[src/rtl/recip_arbiter.sv]
`default_nettype none
// ============================================================================
// Module   : recip_arbiter
// Purpose  : Round-robin scheduler sharing one reciprocal unit among N
//            requesters, with a watchdog that clears a hung unit.
// Revision : 1.0 - initial release
// ============================================================================
module recip_arbiter #(
    parameter int N       = 4,
    parameter int W       = 32,
    parameter int TIMEOUT = 32
) (
    input  logic           clk,
    input  logic           rst,
    input  logic [N-1:0]   req,
    input  logic [N*W-1:0] x_req,
    output logic [N-1:0]   gnt,
    output logic [N-1:0]   rsp_valid,
    output logic [W-1:0]   rsp_data,
    output logic           rsp_invalid,
    output logic           rsp_timeout,
    output logic           busy,
    output logic [7:0]     err_cnt,
    output logic           start_calc,
    output logic [W-1:0]   x_in,
    input  logic           done,
    input  logic [W-1:0]   x_inv,
    input  logic           invalid,
    output logic           unit_clr
);

    localparam int c_id_w  = $clog2(N);
    localparam int c_cnt_w = $clog2(TIMEOUT);
    localparam logic [c_cnt_w-1:0] c_cnt_last = c_cnt_w'(TIMEOUT - 1);
    localparam logic [N-1:0]       c_one      = {{(N-1){1'b0}}, 1'b1};

    typedef enum logic [1:0] {
        IDLE  = 2'd0,
        ISSUE = 2'd1,
        WAIT  = 2'd2,
        RESP  = 2'd3
    } state_t;

    state_t              r_state;
    logic [c_id_w-1:0]   r_ptr;
    logic [c_id_w-1:0]   r_id;
    logic [c_cnt_w-1:0]  r_cnt;
    logic [W-1:0]        r_x;
    logic [W-1:0]        r_rsp_data;
    logic                r_rsp_invalid;
    logic                r_rsp_timeout;
    logic [7:0]          r_err_cnt;
    logic [N-1:0]        r_gnt;
    logic [N-1:0]        r_rsp_valid;
    logic                r_start;
    logic                r_unit_clr;

    logic [W-1:0]        w_ops [N];
    logic                w_found;
    logic [c_id_w-1:0]   w_win;
    logic [c_id_w:0]     w_sum;
    logic [c_id_w-1:0]   w_cand;

    for (genvar g = 0; g < N; g++) begin : g_unpack
        assign w_ops[g] = x_req[g*W +: W];
    end

    // Rotating priority: first requester at or after r_ptr, wrapping mod N.
    always_comb begin
        w_found = 1'b0;
        w_win   = '0;
        w_sum   = '0;
        w_cand  = '0;
        for (int k = 0; k < N; k++) begin
            w_sum = {1'b0, r_ptr} + (c_id_w+1)'(k);
            if (w_sum >= (c_id_w+1)'(N)) begin
                w_sum = w_sum - (c_id_w+1)'(N);
            end
            w_cand = w_sum[c_id_w-1:0];
            if (!w_found && req[w_cand]) begin
                w_found = 1'b1;
                w_win   = w_cand;
            end
        end
    end

    always_ff @(posedge clk or posedge rst) begin
        if (rst) begin
            r_state       <= IDLE;
            r_ptr         <= '0;
            r_id          <= '0;
            r_cnt         <= '0;
            r_x           <= '0;
            r_rsp_data    <= '0;
            r_rsp_invalid <= 1'b0;
            r_rsp_timeout <= 1'b0;
            r_err_cnt     <= '0;
            r_gnt         <= '0;
            r_rsp_valid   <= '0;
            r_start       <= 1'b0;
            r_unit_clr    <= 1'b0;
        end else begin
            r_gnt       <= '0;
            r_rsp_valid <= '0;
            r_start     <= 1'b0;
            r_unit_clr  <= 1'b0;
            case (r_state)
                IDLE: begin
                    if (w_found) begin
                        r_id    <= w_win;
                        r_x     <= w_ops[w_win];
                        r_gnt   <= c_one << w_win;
                        r_start <= 1'b1;
                        r_state <= ISSUE;
                    end
                end
                ISSUE: begin
                    r_cnt   <= '0;
                    r_state <= WAIT;
                end
                WAIT: begin
                    r_cnt <= r_cnt + c_cnt_w'(1);
                    // done wins over an expiry landing on the same cycle
                    if (done) begin
                        r_rsp_data    <= x_inv;
                        r_rsp_invalid <= invalid;
                        r_rsp_timeout <= 1'b0;
                        r_rsp_valid   <= c_one << r_id;
                        r_state       <= RESP;
                    end else if (r_cnt == c_cnt_last) begin
                        r_rsp_data    <= '0;
                        r_rsp_invalid <= 1'b0;
                        r_rsp_timeout <= 1'b1;
                        r_rsp_valid   <= c_one << r_id;
                        r_unit_clr    <= 1'b1;
                        if (r_err_cnt != 8'hFF) begin
                            r_err_cnt <= r_err_cnt + 8'd1;
                        end
                        r_state       <= RESP;
                    end
                end
                RESP: begin
                    r_ptr   <= (r_id == c_id_w'(N-1)) ? '0 : r_id + c_id_w'(1);
                    r_state <= IDLE;
                end
                default: r_state <= IDLE;
            endcase
        end
    end

    assign gnt         = r_gnt;
    assign rsp_valid   = r_rsp_valid;
    assign rsp_data    = r_rsp_data;
    assign rsp_invalid = r_rsp_invalid;
    assign rsp_timeout = r_rsp_timeout;
    assign busy        = (r_state != IDLE);
    assign err_cnt     = r_err_cnt;
    assign start_calc  = r_start;
    assign x_in        = r_x;
    assign unit_clr    = r_unit_clr;

endmodule
`default_nettype wire

[config.mk]
export PLATFORM = sky130hd
export DESIGN_NAME = recip_arbiter
export DESIGN_NICKNAME = d
export VERILOG_FILES = /design/src/rtl/recip_arbiter.sv
export SDC_FILE = /design/constraint.sdc
export NUM_CORES = 1
export LEC_CHECK = 0
export BUFFER_PORTS_ARGS = -buffer_cell sky130_fd_sc_hd__buf_2
export CAP_MARGIN = 20
export CORE_UTILIZATION = 41
export CTS_BUF_LIST = sky130_fd_sc_hd__clkbuf_4 sky130_fd_sc_hd__clkbuf_8
export CTS_CLUSTER_DIAMETER = 60
export DETAILED_ROUTE_END_ITERATION = 8
export GPL_TIMING_DRIVEN = 0
export PLACE_DENSITY = 0.79
export REMOVE_ABC_BUFFERS = 1
export SYNTH_ARGS = -nofsm -noshare
export SYNTH_HDL_FRONTEND = slang
export SYNTH_SLANG_ARGS = --single-unit
[constraint.sdc]
create_clock -name clk -period 3.42 [get_ports clk]
set_input_delay 0.513 -clock clk [delete_from_list [all_inputs] [get_ports clk]]
set_output_delay 0.513 -clock clk [all_outputs]
set_load 0.02 [all_outputs]
# Yosys cells after proc, flatten, opt, wreduce, memory -nomap -nowiden
# Cells that the tools add are included.
# word_totals
out_inout_bits	85
input_bits	168
register_bits	95
elab_cells	103
# op_classes
n_reduce_logical	14
n_mux	45
add_sub_neg	10
bitwise	2
n_lt_le_gt_ge	9
shift	2
n_eq_ne	8
# op_table
cell	n
2-to-1 mux 32 bit	4
binary-select mux 32 bit (select 2 bit)	1
2-to-1 mux 2 bit	12
2-to-1 mux 4 bit	5
2-to-1 mux 1 bit	17
greater-or-equal comparator 3 bit (second input constant)	4
< comparator 2 x 3 -> 1 bit (second input constant)	4
one-hot mux 5 bit (2 select lines)	1
adder 8 x 1 -> 8 bit (second input constant)	1
binary-select mux 1 bit (select 2 bit)	4
inequality test 8 bit (second input constant)	1
one-hot mux 2 bit (4 select lines)	1
left shift 1 x 2 -> 4 bit (first input constant)	2
subtractor 2 x 1 -> 2 bit (second input constant)	4
adder 2 x 2 -> 3 bit (second input constant)	2
equality test 2 bit (second input constant)	3
AND reduction 2 bit	3
nonzero test 2 bit	3
adder 5 x 1 -> 5 bit (second input constant)	1
equality test 5 bit (second input constant)	1
AND reduction 4 bit	1
adder 2 x 1 -> 3 bit (second input constant)	1
greater-or-equal comparator 2 x 3 -> 1 bit (second input constant)	1
logical AND 1 bit	3
8 further kinds	10

# Logic depth before layout (Yosys ltp)
# depth
depth_word	18
mapped_depth	9
mapped_depth_nobuf	8

# Worst setup path after synthesis
# No wires, ideal clock.
# synth_timing
kind	reg2reg
start	register r_cnt[0]
end	register r_rsp_data[0] (netlist: rsp_data[0])
required_ns	3.354
path_buffers	1
path_stages_with_launch	7
synth_period_minus_slack_ns	1.914
path_slack_ns	1.506
arrival_ns	1.848
setup_ns	0.066
path_cell_list	dfrtp_1 > ha_1 > and3_1 > ha_1 > o21ai_1 > clkbuf_1 > a22o_1
# synth_via
elab_chain_len	3
# synth_rtl
item	line_no	text
from (decl)	47	logic [c_cnt_w-1:0] r_cnt;
from (signal assigned)	122	r_cnt <= r_cnt + c_cnt_w'(1);
equality test 5 bit	130	end else if (r_cnt == c_cnt_last) begin
nonzero test 2 bit (no source line)	n/a	
AND reduction 2 bit (no source line)	n/a	
to (signal assigned)	125	r_rsp_data <= x_inv;
to (decl)	49	logic [W-1:0] r_rsp_data;
# Every way passes these cells.
# A chain may end at the register's enable or synchronous reset.

# Worst setup path in the final report
# layout_timing
start	register r_state[0]
end	register r_x[7] (netlist: x_in[7])
# layout_via
elab_chain_len	2
# layout_rtl
item	line_no	text
from (decl)	44	state_t r_state;
from (signal assigned)	89	r_state <= IDLE;
from (signal assigned)	114	r_state <= ISSUE;
from (signal assigned)	119	r_state <= WAIT;
logical NOT 2 bit	107	case (r_state)
AND reduction 2 bit (no source line)	n/a	
to (signal assigned)	111	r_x <= w_ops[w_win];
to (decl)	48	logic [W-1:0] r_x;
# Every way passes these cells.

==> results.md <==
* Sequential fraction of the synthesis area at slightly below 50%
* Syn-to-layout area delta at 32.4%
* Htree depth at 3
* Power Dens Cells at approximately 850 mW/mm²
* Max Freq at 0.392 GHz
* Clock buffer depth at 2
* Layout cell share with drive strength beyond 1 at 43.9%
* Drt pass-1 iters at 7
* DRT iter0 DRCs at roughly 260
* Crit path DAT at between 2 and 3 ns
* Crit path max fanout at 66
* CTS tree: built
* Row cnt at 39
* TritonCTS Buffers at 9
* Final Max Slew Viols at 0
* Violated checks: DRC
* Crit path from: r_state[0]
* Slowest stage delay, CP at 0.68 ns
* Crit-path slowest cell: inv_2
* Total GRT Usage at between 20 and 25%
* Top_reg_cell synth: dfrtp_1
* Post-synthesis cell count at around 460
* Post-CTS Hold Buffers at 0
* WL/cell at between 15 and 20 µm
* Die height at 111 µm
* Reg clk slew, reported paths at roughly 0.090 ns
* First-pass GRT wire length at 22,000 µm
* Pin count of the biggest net entering global routing at 67
* Setup WS pre-CTS at around 0.59 ns
* Vias in the first global route at 4,610
* R2R Setup Slk at 0.87 ns
* Post-synth top area cell: dfrtp_1
* Async SR Flop Fraction at 100%
* Yosys warns at 0
* Antenna Cells at 0
* Mapped Area at 0.00490 mm²
* Worst VDD drop at 0.368 mV
* Post-route DRC at 36
* DRT Wirelength at 13,900 µm
* Vias post-DR at ~4,700
* PortBufs at approximately 250
* Worst hold path type: in -> async
* Inst Count DP at 818
* GP Congestion at 0.793
* Outcome: finished with violations
* Antenna violations before repair at 0
* R2R Path Start: r_state[0]
* DP HPWL at about 10,000 µm
* Clock root buffer: clkbuf_8
* Reg2Reg Depth at 7
* Slew Limit Headroom at 34.7%
* Final Net Count at between 800 and 900
* Vias per cell at between 5 and 6
* Congestion Overflow GR at 0
* Core ar. at around 0.012 mm²
* Post-CTS Setup Inserts at 0
* PostCTS Resize Cnt at 0
* Setup crit start kind: register
* Crit-path cells: inv_1 -> ha_1 -> nand2b_2 -> buf_16 -> inv_2 -> o21ai_0 -> o22ai_1
* Final WS setup at slightly below 0.9 ns
* Clk sinks at 95
* Max Cap Viol at 0
* Post-route clock period utilization at about three quarters
* Leak pwr at 3.35 nW
* Initial Utilization at 42.5%
* Yosys top cell area share at 48.5%
* Final min period at between 2 and 3 ns
* Measured slew at the worst slew-check pin at 0.977 ns
* Non-Filler Instances at between 800 and 900
* Syn Area/Cell at 10.8 µm²
* RSZ-0062 raised after global routing: false
* Number of synthesized flops with an enable pin at 0
* Required time of the critical path at ~3.7 ns
* Final Setup Violations at 0
* Clock Skews at 0.0113 ns
* #FFs+latches synth at 95
* # IOs at approximately 250
* Crit path kind: reg -> reg
* Filler instances at 992
* Crit end category: register
* Number of routed nets with antenna violations at 0
* Die width at around 110 µm
* Setup TNS at 0 ns
* Die area at 0.0124 mm²
* Clk Latency, worst-skew pair at approximately 0.36 ns
* Reg2reg end: x_in[7]
* Synth cell types at around 40
* Fin. Hold Viols at 0
* Synth area leaders: dfrtp_1 49%, mux2i_1 6.7%, a221oi_2 6.1%
==> worst max-delay path by stage <==
stage	endpoint	slack (ns)	cells past startpoint
detailed placement	x_in[6]	0.59	7
global route	x_in[31]	0.62	7
CTS	x_in[31]	0.88	7
floorplan	x_in[0]	-0.22	5
finish	x_in[7]	0.87	7
global placement	x_in[12]	-1.38	6
==> kinds of logic after synthesis <==
group / after synthesis / share of synthesized area [%]
muxes: 35 / 7.20
buffers and inverters: 54 / 5.75
AOI/OAI and AO/OA: 167 / 26.4
xor gates and xnor gates: 5 / 0.894
and+or+nand+nor: 89 / 8.63
DFF: 95 / 48.5
adders and majority gates: 10 / 2.55
==> metal layers <==
metal	vias up	GRT usage [%]	wire (µm)
li1	2175	-	-
met1	2261	26.0	5540
met2	192	39.8	7300
met3	24	2.95	760
met4	0	11.4	328
met5	-	0	0
==> cells in the mapped netlist (all sizes together) (2+ instances only) <==
cell type / n
dfrtp: 95
o2bb2ai: 9
mux2: 2
o21a: 2
a22o: 33
xnor2: 3
clkbuf: 17
o21bai: 2
and2b: 2
nor3: 4
a41oi: 9
nor2b: 4
buf: 22
nor2: 35
a21oi: 6
a221oi: 23
mux2i: 33
nand3: 17
and3: 6
nand2: 13
o21ai: 53
nand2b: 2
inv: 15
ha: 10
xor2: 2
and2: 2
o22ai: 25
==> power by group <==
part	total [mW]	switching, mW	leakage [nW]	internal (mW)
clock	0.686	0.389	0.0937	0.298
combinational	2.99	1.81	2.09	1.18
sequential	1.85	0.293	1.16	1.56
total	5.53	2.49	3.35	3.04
==> state kept, by name (all words and copies together) (netlist names) <==
register / cells
r_cnt: 5
r_state: 2
rsp_timeout: 1
r_ptr: 2
start_calc: 1
rsp_data: 32
err_cnt: 8
gnt: 4
x_in: 32
rsp_valid: 4
unit_clr: 1
rsp_invalid: 1
r_id: 2
==> per-stage QoR <==
step	area (µm²)	hold slack, ns	utilization [%]	power [mW]
finish	6480	0.162	56.3	5.53
global route	6480	0.172	56.3	5.89
global placement	6110	0.466	53.1	4.65
floorplan	4670	0.444	-	3.79
detailed placement	6290	0.477	54.6	4.85
CTS	6470	0.156	56.2	5.55
==> area by class of cell <==
class	count	area [µm²]	area share, %
Clock buffer	11	145	2.24
Clock inverter	5	38.8	0.598
Inverter	15	58.8	0.907
Multi-Input combinational cell	306	2260	34.8
Sequential cell	95	2380	36.7
Tap cell	143	179	2.76
Timing Repair Buffer	260	1430	22.0
==> critical path: cells and delay by family (launching register included) <==
kind / cells / cell delay, ns
compound gates: 2 / 0.37
fa+ha+maj: 1 / 0.23
buf+inv: 3 / 1.08
flops: 1 / 0.41
simple gates: 1 / 0.34
==> placed cells by master, fill, tap and decap left out, types with 3 or more instances in the layout <==
cell / n
a21oi_1: 6
a221oi_1: 3
a221oi_2: 20
a22o_1: 33
a41oi_1: 9
and3_1: 6
buf_16: 4
buf_2: 253
clkbuf_8: 10
dfrtp_1: 95
ha_1: 10
inv_1: 13
mux2i_1: 33
nand2_1: 13
nand3_1: 17
nor2_1: 35
nor2b_1: 4
nor3_1: 4
o21ai_0: 47
o21ai_1: 5
o22ai_1: 24
o2bb2ai_1: 9
xnor2_1: 3
No activity file was read; power rests on OpenSTA's default activity.
